## src/rtl/address_sequencer_pkg.sv

```systemverilog
// Shared types and constants for the V30MZ operand address sequencer.
// Factor positions index the 3-bit factor mask carried with each request.
package address_sequencer_pkg;

    typedef enum logic [1:0] {
        IDLE   = 2'd0,
        FIRST  = 2'd1,
        SECOND = 2'd2
    } state_t;

    localparam int FACTOR_BASE  = 2;
    localparam int FACTOR_INDEX = 1;
    localparam int FACTOR_DISP  = 0;

endpackage

```

## src/rtl/segment_offset_adder.sv

```systemverilog
// Combinational segment:offset to physical address translation.
// The sum is formed wide enough for any parameter mix, then truncated to ADDR_W.
module segment_offset_adder #(
    parameter int ADDR_W    = 20,
    parameter int OFFSET_W  = 16,
    parameter int SEG_SHIFT = 4,
    parameter int OFF_IN_W  = OFFSET_W + 2
) (
    input  logic [OFFSET_W-1:0] segment,
    input  logic [OFF_IN_W-1:0] offset,
    output logic [ADDR_W-1:0]   phys_address
);

    localparam int WIDE_W = ADDR_W + OFFSET_W + OFF_IN_W + SEG_SHIFT;

    logic [WIDE_W-1:0] seg_ext;
    logic [WIDE_W-1:0] off_ext;
    logic [WIDE_W-1:0] sum;

    assign seg_ext      = WIDE_W'(segment) << SEG_SHIFT;
    assign off_ext      = WIDE_W'(offset);
    assign sum          = seg_ext + off_ext;
    assign phys_address = sum[ADDR_W-1:0];

endmodule

```

## src/rtl/address_sequencer.sv

```systemverilog
// Operand address sequencer: one request in, one or two registered bus beats out.
// Odd-aligned word accesses are split into a low-byte beat and a high-byte beat.
module address_sequencer
    import address_sequencer_pkg::*;
#(
    parameter int ADDR_W      = 20,
    parameter int OFFSET_W    = 16,
    parameter int SEG_SHIFT   = 4,
    parameter int OFFSET_WRAP = 1,
    parameter int SPLIT_ODD   = 1
) (
    input  logic                clock,
    input  logic                reset_n,
    input  logic                req_valid,
    output logic                req_ready,
    input  logic [2:0]          factors,
    input  logic [OFFSET_W-1:0] segment,
    input  logic [OFFSET_W-1:0] base,
    input  logic [OFFSET_W-1:0] index,
    input  logic [OFFSET_W-1:0] displacement,
    input  logic                word,
    output logic                bus_valid,
    input  logic                bus_ready,
    output logic [ADDR_W-1:0]   bus_address,
    output logic                bus_high,
    output logic                bus_last,
    output logic                busy
);

    localparam int SUM_W = OFFSET_W + 2;

    state_t              state, state_next;
    logic [SUM_W-1:0]    raw_sum, off, off_inc, off_plus1;
    logic [SUM_W-1:0]    off_hi_q;
    logic [OFFSET_W-1:0] seg_q;
    logic                split, accept, final_done;
    logic                valid_next, high_next, last_next;
    logic                addr_load, use_second;
    logic [OFFSET_W-1:0] adder_seg;
    logic [SUM_W-1:0]    adder_off;
    logic [ADDR_W-1:0]   phys;

    // NOTE: every always_comb output gets a default first so no path can infer a latch.
    always_comb begin
        raw_sum = '0;
        if (factors[FACTOR_BASE])  raw_sum = raw_sum + SUM_W'(base);
        if (factors[FACTOR_INDEX]) raw_sum = raw_sum + SUM_W'(index);
        if (factors[FACTOR_DISP])  raw_sum = raw_sum + SUM_W'(displacement);
    end

    assign off       = (OFFSET_WRAP != 0) ? {2'b00, raw_sum[OFFSET_W-1:0]} : raw_sum;
    assign off_inc   = off + SUM_W'(1);
    assign off_plus1 = (OFFSET_WRAP != 0) ? {2'b00, off_inc[OFFSET_W-1:0]} : off_inc;
    assign split     = (SPLIT_ODD != 0) && word && off[0];

    assign final_done = bus_valid && bus_ready && bus_last;
    assign req_ready  = reset_n && ((state == IDLE) || final_done);
    assign accept     = req_valid && req_ready;
    assign busy       = (state != IDLE);

    // Single adder shared between the first beat (live inputs) and the high-byte beat.
    assign adder_seg = use_second ? seg_q    : segment;
    assign adder_off = use_second ? off_hi_q : off;

    segment_offset_adder #(
        .ADDR_W    (ADDR_W),
        .OFFSET_W  (OFFSET_W),
        .SEG_SHIFT (SEG_SHIFT),
        .OFF_IN_W  (SUM_W)
    ) u_adder (
        .segment      (adder_seg),
        .offset       (adder_off),
        .phys_address (phys)
    );

    always_comb begin
        state_next = state;
        valid_next = bus_valid;
        high_next  = bus_high;
        last_next  = bus_last;
        addr_load  = 1'b0;
        use_second = 1'b0;

        unique case (state)
            IDLE: begin
                if (accept) begin
                    state_next = FIRST;
                    valid_next = 1'b1;
                    high_next  = 1'b0;
                    last_next  = !split;
                    addr_load  = 1'b1;
                end
            end
            FIRST, SECOND: begin
                if (bus_valid && bus_ready) begin
                    if (!bus_last) begin
                        state_next = SECOND;
                        high_next  = 1'b1;
                        last_next  = 1'b1;
                        addr_load  = 1'b1;
                        use_second = 1'b1;
                    end else if (accept) begin
                        state_next = FIRST;
                        valid_next = 1'b1;
                        high_next  = 1'b0;
                        last_next  = !split;
                        addr_load  = 1'b1;
                    end else begin
                        state_next = IDLE;
                        valid_next = 1'b0;
                    end
                end
            end
            default: begin
                state_next = IDLE;
                valid_next = 1'b0;
            end
        endcase
    end

    // NOTE: sequential state uses non-blocking assignments so all registers update together.
    always_ff @(posedge clock or negedge reset_n) begin
        if (!reset_n) begin
            state       <= IDLE;
            bus_valid   <= 1'b0;
            bus_high    <= 1'b0;
            bus_last    <= 1'b0;
            bus_address <= '0;
            seg_q       <= '0;
            off_hi_q    <= '0;
        end else begin
            state     <= state_next;
            bus_valid <= valid_next;
            bus_high  <= high_next;
            bus_last  <= last_next;
            if (addr_load) bus_address <= phys;
            if (accept) begin
                seg_q    <= segment;
                off_hi_q <= off_plus1;
            end
        end
    end

endmodule

```

## config.mk

```make
export PLATFORM = sky130hd
export DESIGN_NAME = address_sequencer
export DESIGN_NICKNAME = d
export VERILOG_FILES = /design/src/rtl/address_sequencer_pkg.sv /design/src/rtl/segment_offset_adder.sv /design/src/rtl/address_sequencer.sv
export SDC_FILE = /design/constraint.sdc
export NUM_CORES = 1
export LEC_CHECK = 0
export CAP_MARGIN = 20
export CORE_UTILIZATION = 35
export CTS_CLUSTER_DIAMETER = 80
export CTS_CLUSTER_SIZE = 12
export DETAILED_ROUTE_END_ITERATION = 6
export PLACE_DENSITY = 0.59
export SLEW_MARGIN = 20
export SYNTH_ARGS = -nofsm -noshare
export SYNTH_HDL_FRONTEND = slang
export SYNTH_SLANG_ARGS = --single-unit
```

## constraint.sdc

```tcl
create_clock -name clock -period 10.1 [get_ports clock]
set_clock_uncertainty 0.2 [all_clocks]
set_input_delay 2.02 -clock clock [delete_from_list [all_inputs] [get_ports clock]]
set_output_delay 2.02 -clock clock [all_outputs]
set_load 0.02 [all_outputs]
```

==> reports/metrics.yaml, run 1 <==
status:
  run_status: "finished clean"
yosys:
  synthesis.area_um2: 5590
  yosys.area.top_type_share_pct: 25.5
  syn_inst: 689
  synth_top_cells_by_area: "sky130_fd_sc_hd__dfrtp_1 (26%), sky130_fd_sc_hd__ha_1 (10%), sky130_fd_sc_hd__nand2_1 (8.6%), sky130_fd_sc_hd__o21ai_0 (4.7%), sky130_fd_sc_hd__mux2_2 (4.2%)"
  synth.distinct_cells: 83
  biggest_area_consumer_among_synthesized_cells: "sky130_fd_sc_hd__dfrtp_1"
  synth-async-reset-ratio_pct: 100
  synth-seq-area-share_pct: 25.5
  synth-main-ff-cell: "sky130_fd_sc_hd__dfrtp_1"
  synth-edff-count: 0
  synth-warning-count: 0
  synthesis.nets: 809
  avgSynthCellArea_um2: 8.11
  yosys_register_bits: 57
timing:
  max-slew-margin-rel_pct: 52.0
  setup_violations: 0
  total_negative_slack_ns: 0
  fin_ws_ns: 1.71
  post-route-period-util_pct: 83.0
  slew_viol_final: 0
  timing.hold.ws_ns: 0.278
  fmaxAchievable_ghz: 0.119
  rsz_0062_raised_after_global_routing: "false"
  fin_crit_ns: 8.39
  tightest_slew_ns: 0.720
  timing_hold_violations_final: 0
floorplanning:
  die_w_um: 128
  io-pin-count: 97
  design.die.area_um2: 16500
  fp-row-count: 45
  fp.dieH_um: 128
  floorplan.core_area_um2: 15400
  initial_utilization_pct: 36.4
finish:
  post_route_cells_drive_above_1_share_pct: 10.0
  n_antenna_cell: 0
  fin_util_pct: 45.6
  most-common-layout-cells: "sky130_fd_sc_hd__nand2_1 (128), sky130_fd_sc_hd__clkdlybuf4s50_1 (95), sky130_fd_sc_hd__dfrtp_1 (57)"
  nets: 895
  layout_commonest_cell: "sky130_fd_sc_hd__nand2_1"
  synthToLayoutAreaGrowth_pct: 25.4
global_routing:
  grt_pass1_wl_um: 23700
  antenna_found_initial: 0
  grt_overflow_total: 0
  grt_start_max_net_pins: 55
  gr_usage_total_pct: 17.8
  first_global_vias: 5089
clocking:
  cts.repair_timing.setup_buffer_count: 0
  cts-buffers-inserted: 9
  cts_tree: "built"
  clock-root-buffer: "sky130_fd_sc_hd__clkbuf_16"
  clock_insertion_delay_worst_skew_ns: 0.33
  clock_sinks: 57
  clk_transition_reported_paths_ns: 0.05
  clock_tree.buffer_depth: 2
  ctsResizeCount: 0
  cts_stage_hold_buffer_count: 0
  htree_num_levels: 3
hold_path:
  min-delay-path-class: "register to register"
  min_delay_path_depth: 2
detailed_routing:
  drtIter0Drc: 281
  route.detailed.drc: 0
  via_per_inst: 5.15
  detailedRoute.firstPassIterationCount: 4
  wirelength_um: 13900
  vias: 5099
  post_detailed_route_count_of_antenna_violating_nets: 0
  wl_per_cell_um: 14.0
placement:
  preCtsSetupSlack_ns: 1.38
  port_buffers: 96
  gp_routability_congestion: 0.861
  post-dp-hpwl_um: 10800
worst_setup_path:
  worst-path-max-fanout: 20
  path_class: "primary input to register"
  path_common_cell: "sky130_fd_sc_hd__o21ai_0"
  critPathMaxStageDelay_ns: 0.85
  reg2reg_depth: 19
  crit_arrival_ns: 8.38
  worst_setup_start_kind: "primary input"
  cpMaxStageDelayCell: "sky130_fd_sc_hd__clkdlybuf4s50_1"
  timing.critical_path.to_type: "register"
  critical_path_required_ns: 10.09
power:
  peakVddDrop_mv: 0.0600
  leakage_nw: 3.14
  power.density_cell_area_nw_per_um2: 136
run:
  timing.max_cap.violations: 0
worst paths after layout:
path                                          from                           to  slack [ns]
setup / recovery                        factors[2]  bus_address[18]$_DFFE_PN0P_        1.71
max in group asynchronous                  reset_n         seg_q[0]$_DFFE_PN0P_        7.43
hold reg to reg            off_hi_q[8]$_DFFE_PN0P_      off_hi_q[8]$_DFFE_PN0P_        0.28
setup reg to reg              state[0]$_DFFE_PN0P_  bus_address[18]$_DFFE_PN0P_        5.55
min in group asynchronous                  reset_n         seg_q[4]$_DFFE_PN0P_        1.32
hold / removal             off_hi_q[8]$_DFFE_PN0P_      off_hi_q[8]$_DFFE_PN0P_        0.28
routing by layer:
layer  track usage [%]  up-vias  routed length, um
met2              28.5      127               6170
met5                 0        -                  0
met1              24.5     2327               6960
met4              7.68        0                277
met3              1.58       23                458
li1                  -     2622                  -
flip-flops by register name, summed over array words and instances (netlist names):
signal,flops
off_hi_q,16
bus_high,1
seg_q,16
bus_address,20
bus_last,1
state,2
bus_valid,1
cell usage after synthesis (11+ instances only):
cell type / number
sky130_fd_sc_hd__nand2_1: 128
sky130_fd_sc_hd__dfrtp_1: 57
sky130_fd_sc_hd__o21ai_0: 52
sky130_fd_sc_hd__nor2_1: 47
sky130_fd_sc_hd__ha_1: 45
sky130_fd_sc_hd__a21oi_1: 42
sky130_fd_sc_hd__inv_1: 34
sky130_fd_sc_hd__xnor2_1: 23
sky130_fd_sc_hd__mux2_2: 21
sky130_fd_sc_hd__clkbuf_1: 13
sky130_fd_sc_hd__xor2_1: 13
sky130_fd_sc_hd__mux2i_1: 11
sky130_fd_sc_hd__nand3_1: 11
sky130_fd_sc_hd__nor3_1: 11
sky130_fd_sc_hd__o21ai_1: 11
power by group:
group	switching, mW	internal (mW)	total (mW)	leakage (nW)
clock network	0.101	0.202	0.302	0.148
logic	0.210	0.180	0.390	2.23
registers	0.0108	0.247	0.258	0.756
total	0.322	0.628	0.950	3.14
through the flow:
step                instances  instance area (um^2)  power (mW)
floorplan                 689                  5590       0.536
global placement          975                  6710       0.640
detailed placement        975                  6710       0.650
CTS                       990                  7010       0.956
global route              990                  7010        1.01
finish                    990                  7010       0.950
cells by family after synthesis:
family | share of synthesized area, %
buffers and inverters | 4.86
multiplexers | 7.43
AO/OA/AOI/OAI | 22.8
flip-flops | 25.5
adder cells (fa/ha/maj) | 11.2
XOR/XNOR | 5.93
AND/OR/NAND/NOR | 22.3
worst max-delay path: cells and delay by family:
family	cells	cell delay (ns)
adders and majority gates	5	1.46
buffers and inverters	4	1.03
xor gates and xnor gates	2	0.28
AOI/OAI and AO/OA	12	2.24
muxes	1	0.30
and+or+nand+nor	6	1.04
layout make-up:
class                           count  area, um^2
Fill cell                        1512        8360
Clock inverter                      3        40.0
Tap cell                          211         264
Multi-Input combinational cell    571        3890
Clock buffer                       12         256
Sequential cell                    57        1430
Timing Repair Buffer              102        1000
Inverter                           34         128
Power figures use the tool's default switching activity.
==> inputs of run 2 (changes only) <==
--- a/config.mk
+++ b/config.mk
@@ -10,7 +10,7 @@
 export CTS_CLUSTER_DIAMETER = 80
 export CTS_CLUSTER_SIZE = 12
 export DETAILED_ROUTE_END_ITERATION = 6
-export PLACE_DENSITY = 0.59
+export PLACE_DENSITY = 0.61
 export SLEW_MARGIN = 20
 export SYNTH_ARGS = -nofsm -noshare
 export SYNTH_HDL_FRONTEND = slang
==> constraint.sdc (replaced) <==
create_clock -name clock -period 7.2 [get_ports clock]
set_clock_uncertainty 0.2 [all_clocks]
set_input_delay 1.44 -clock clock [delete_from_list [all_inputs] [get_ports clock]]
set_output_delay 1.44 -clock clock [all_outputs]
set_load 0.02 [all_outputs]
==> run 2 against run 1 <==
Setup slack worse by 1.4 ns. Non-clock buffer count grew 81. Hold slack got worse by 0.00053 ns. Utilization up 4.5 points. First-iteration DRC count decreased by 30%. Sequential power is 40% higher. Final area rose by 9.9%. Routed wire length is 2.7% higher. Critical path depth down 6. Clock power grew 26%. Total power is 50% higher. Flip-flop and latch count unchanged. Largest cell class unchanged.
==> reports/metrics.yaml, run 2 (same netlist as run 1, synthesis figures left out) <==
clocking:
  clock_sinks: 57  # unchanged
  clock_insertion_delay_worst_skew_ns: 0.32  # about the same
  clock-root-buffer: "sky130_fd_sc_hd__clkbuf_16"
  cts-buffers-inserted: 9  # unchanged
  clk_transition_reported_paths_ns: 0.05  # about the same
  htree_num_levels: 3  # unchanged
  cts_tree: "built"
  clock_tree.buffer_depth: 2  # unchanged
  cts_stage_hold_buffer_count: 0  # unchanged
power:
  pwr-share-comb_pct: 48.2  # +7.1 points
  power.density_cell_area_nw_per_um2: 186  # +37%
  power.share.switching_pct: 33.2  # -0.66 points
  leakage_nw: 3.54  # +13%
  net-switching-power_mw: 0.475  # +48%
  peakVddDrop_mv: 0.153  # +150%
  internal_power_mw: 0.955  # +52%
  power.clock.fraction_pct: 26.6  # -5.2 points
  pwr-share-seq_pct: 25.3  # -1.8 points
placement:
  gp_routability_congestion: 0.876  # +1.7%
  placement.cell_area_um2: 7310  # +8.9%
  port_buffers: 96  # unchanged
  preCtsSetupSlack_ns: -0.238  # -1.62 ns
  post-dp-hpwl_um: 11300  # +4.7%
worst_setup_path:
  worst-path-max-fanout: 11  # -45%
  path_class: "primary input to register"
  worst_setup_start_kind: "primary input"
  critical_path_required_ns: 7.19  # -2.90 ns
  crit_arrival_ns: 6.89  # -1.49 ns
  timing.critical_path.to_type: "register"
global_routing:
  grt_start_max_net_pins: 58  # +5.5%
  first_global_vias: 5321  # +4.6%
  grt_overflow_total: 0  # unchanged
  grt_pass1_wl_um: 24000  # +1.3%
  antenna_found_initial: 0  # unchanged
  gr_usage_total_pct: 18.0  # +0.16 points
finish:
  most-common-layout-cells: "sky130_fd_sc_hd__nand2_1 (128), sky130_fd_sc_hd__clkdlybuf4s50_1 (95), sky130_fd_sc_hd__buf_4 (86)"
  nets: 976  # +9.1%
  n_antenna_cell: 0  # unchanged
  largestRegisters: "bus_address x20, off_hi_q x16, seg_q x16"
  largest_register: "bus_address"
  largest_reg_flops: 20  # unchanged
  layout_commonest_cell: "sky130_fd_sc_hd__nand2_1"
  post_route_cells_drive_above_1_share_pct: 20.3  # +10 points
  stdcell_area_um2: 7700  # +9.9%
  synthToLayoutAreaGrowth_pct: 37.8
floorplanning:
  die_w_um: 128  # unchanged
  fp-row-count: 45  # unchanged
  fp.dieH_um: 128  # unchanged
  io-pin-count: 97  # unchanged
  floorplan.core_area_um2: 15400  # unchanged
  design.die.area_um2: 16500  # unchanged
  initial_utilization_pct: 36.4  # unchanged
run:
  timing.max_cap.violations: 0  # unchanged
detailed_routing:
  detailedRoute.firstPassIterationCount: 4  # unchanged
  post_detailed_route_count_of_antenna_violating_nets: 0  # unchanged
  wirelength_um: 14200  # +2.7%
  via_per_inst: 5.10  # -1.1%
  drtIter0Drc: 197  # -30%
  wl_per_cell_um: 13.3  # -4.9%
  vias: 5448  # +6.8%
  route.detailed.drc: 0  # unchanged
timing:
  post-route-period-util_pct: 95.8
  fin_crit_ns: 6.89
  timing_hold_violations_final: 0  # unchanged
  max-slew-margin-rel_pct: 51.8  # -0.13 points
  fmaxAchievable_ghz: 0.145
  tightest_slew_ns: 0.722  # +0.00189 ns
  setup_violations: 0  # unchanged
  fin_ws_ns: 0.306  # -1.41 ns
  slew_viol_final: 0  # unchanged
  total_negative_slack_ns: 0  # unchanged
hold_path:
  min-delay-path-class: "register to register"
status:
  run_status: "finished clean"
run 2: power groups by stage:
stage	logic (mW)	clock network (mW)	registers [mW]
2_1_floorplan	0.372	0	0.381
3_3_place_gp	0.636	0	0.365
3_5_place_dp	0.653	0	0.366
4_1_cts	0.657	0.389	0.361
5_1_grt	0.762	0.404	0.364
6_report	0.689	0.380	0.361
run 2: what timing repair did:
item,CTS,global route
setup buffers,0,1
setup endpoints to repair,0,7
gates resized for setup,0,33
run 2: area by class of cell:
class	instances	area (um^2)
clock buffers	13	270
inverters	34	128
fillers	1454	7670
well taps	211	264
multi-input cells	571	4000
repair buffers	183	1610
flip-flops and latches	57	1430
run 2: worst max-delay path, cell delays in order:
cell and delay (ns):
sky130_fd_sc_hd__clkdlybuf4s50_1 0.45, sky130_fd_sc_hd__buf_6 0.16, sky130_fd_sc_hd__buf_4 0.16, sky130_fd_sc_hd__nand2_1 0.10, sky130_fd_sc_hd__inv_1 0.05, sky130_fd_sc_hd__ha_1 0.32
sky130_fd_sc_hd__a21oi_1 0.24, sky130_fd_sc_hd__o22ai_1 0.11, sky130_fd_sc_hd__a31o_1 0.24, sky130_fd_sc_hd__or3b_2 0.44, sky130_fd_sc_hd__o21ai_0 0.09, sky130_fd_sc_hd__ha_1 0.29
sky130_fd_sc_hd__and2_1 0.17, sky130_fd_sc_hd__a22o_1 0.23, sky130_fd_sc_hd__or4_1 0.42, sky130_fd_sc_hd__a31oi_2 0.22, sky130_fd_sc_hd__a21oi_1 0.10, sky130_fd_sc_hd__ha_1 0.31
sky130_fd_sc_hd__or3_1 0.38, sky130_fd_sc_hd__o2111a_1 0.17, sky130_fd_sc_hd__or4_1 0.41, sky130_fd_sc_hd__o311ai_1 0.11, sky130_fd_sc_hd__xor2_1 0.20, sky130_fd_sc_hd__o21ai_1 0.07
run 2: metal layers:
metal,vias up,wire length (um),global-route usage [%]
met5,-,0,0
met3,18,551,2.16
met4,0,262,6.23
met1,2518,6760,23.0
li1,2793,-,-
met2,119,6660,31.2
run 2: final timing paths:
check / start / endpoint / slack, ns / depth (start not counted)
max: factors[2] / bus_address[15]$_DFFE_PN0P_ / 0.31 / 24
min: bus_address[17]$_DFFE_PN0P_ / bus_address[17]$_DFFE_PN0P_ / 0.28 / 2
max reg2reg: state[1]$_DFFE_PN0P_ / bus_address[19]$_DFFE_PN0P_ / 2.99 / 18
min reg2reg: bus_address[17]$_DFFE_PN0P_ / bus_address[17]$_DFFE_PN0P_ / 0.28 / 2
max in group asynchronous: reset_n / off_hi_q[15]$_DFFE_PN0P_ / 5.15 / 2
min in group asynchronous: reset_n / bus_address[4]$_DFFE_PN0P_ / 1.18 / 2
run 2: metrics by stage:
stage | hold slack (ns) | std cells | total power, mW | util [%]
floorplan | 0.249 | 689 | 0.753 | -
global placement | 0.261 | 1055 | 1.00 | 47.6
detailed placement | 0.271 | 1055 | 1.02 | 47.6
CTS | 0.281 | 1068 | 1.41 | 49.3
global route | 0.300 | 1069 | 1.53 | 50.1
finish | 0.277 | 1069 | 1.43 | 50.1
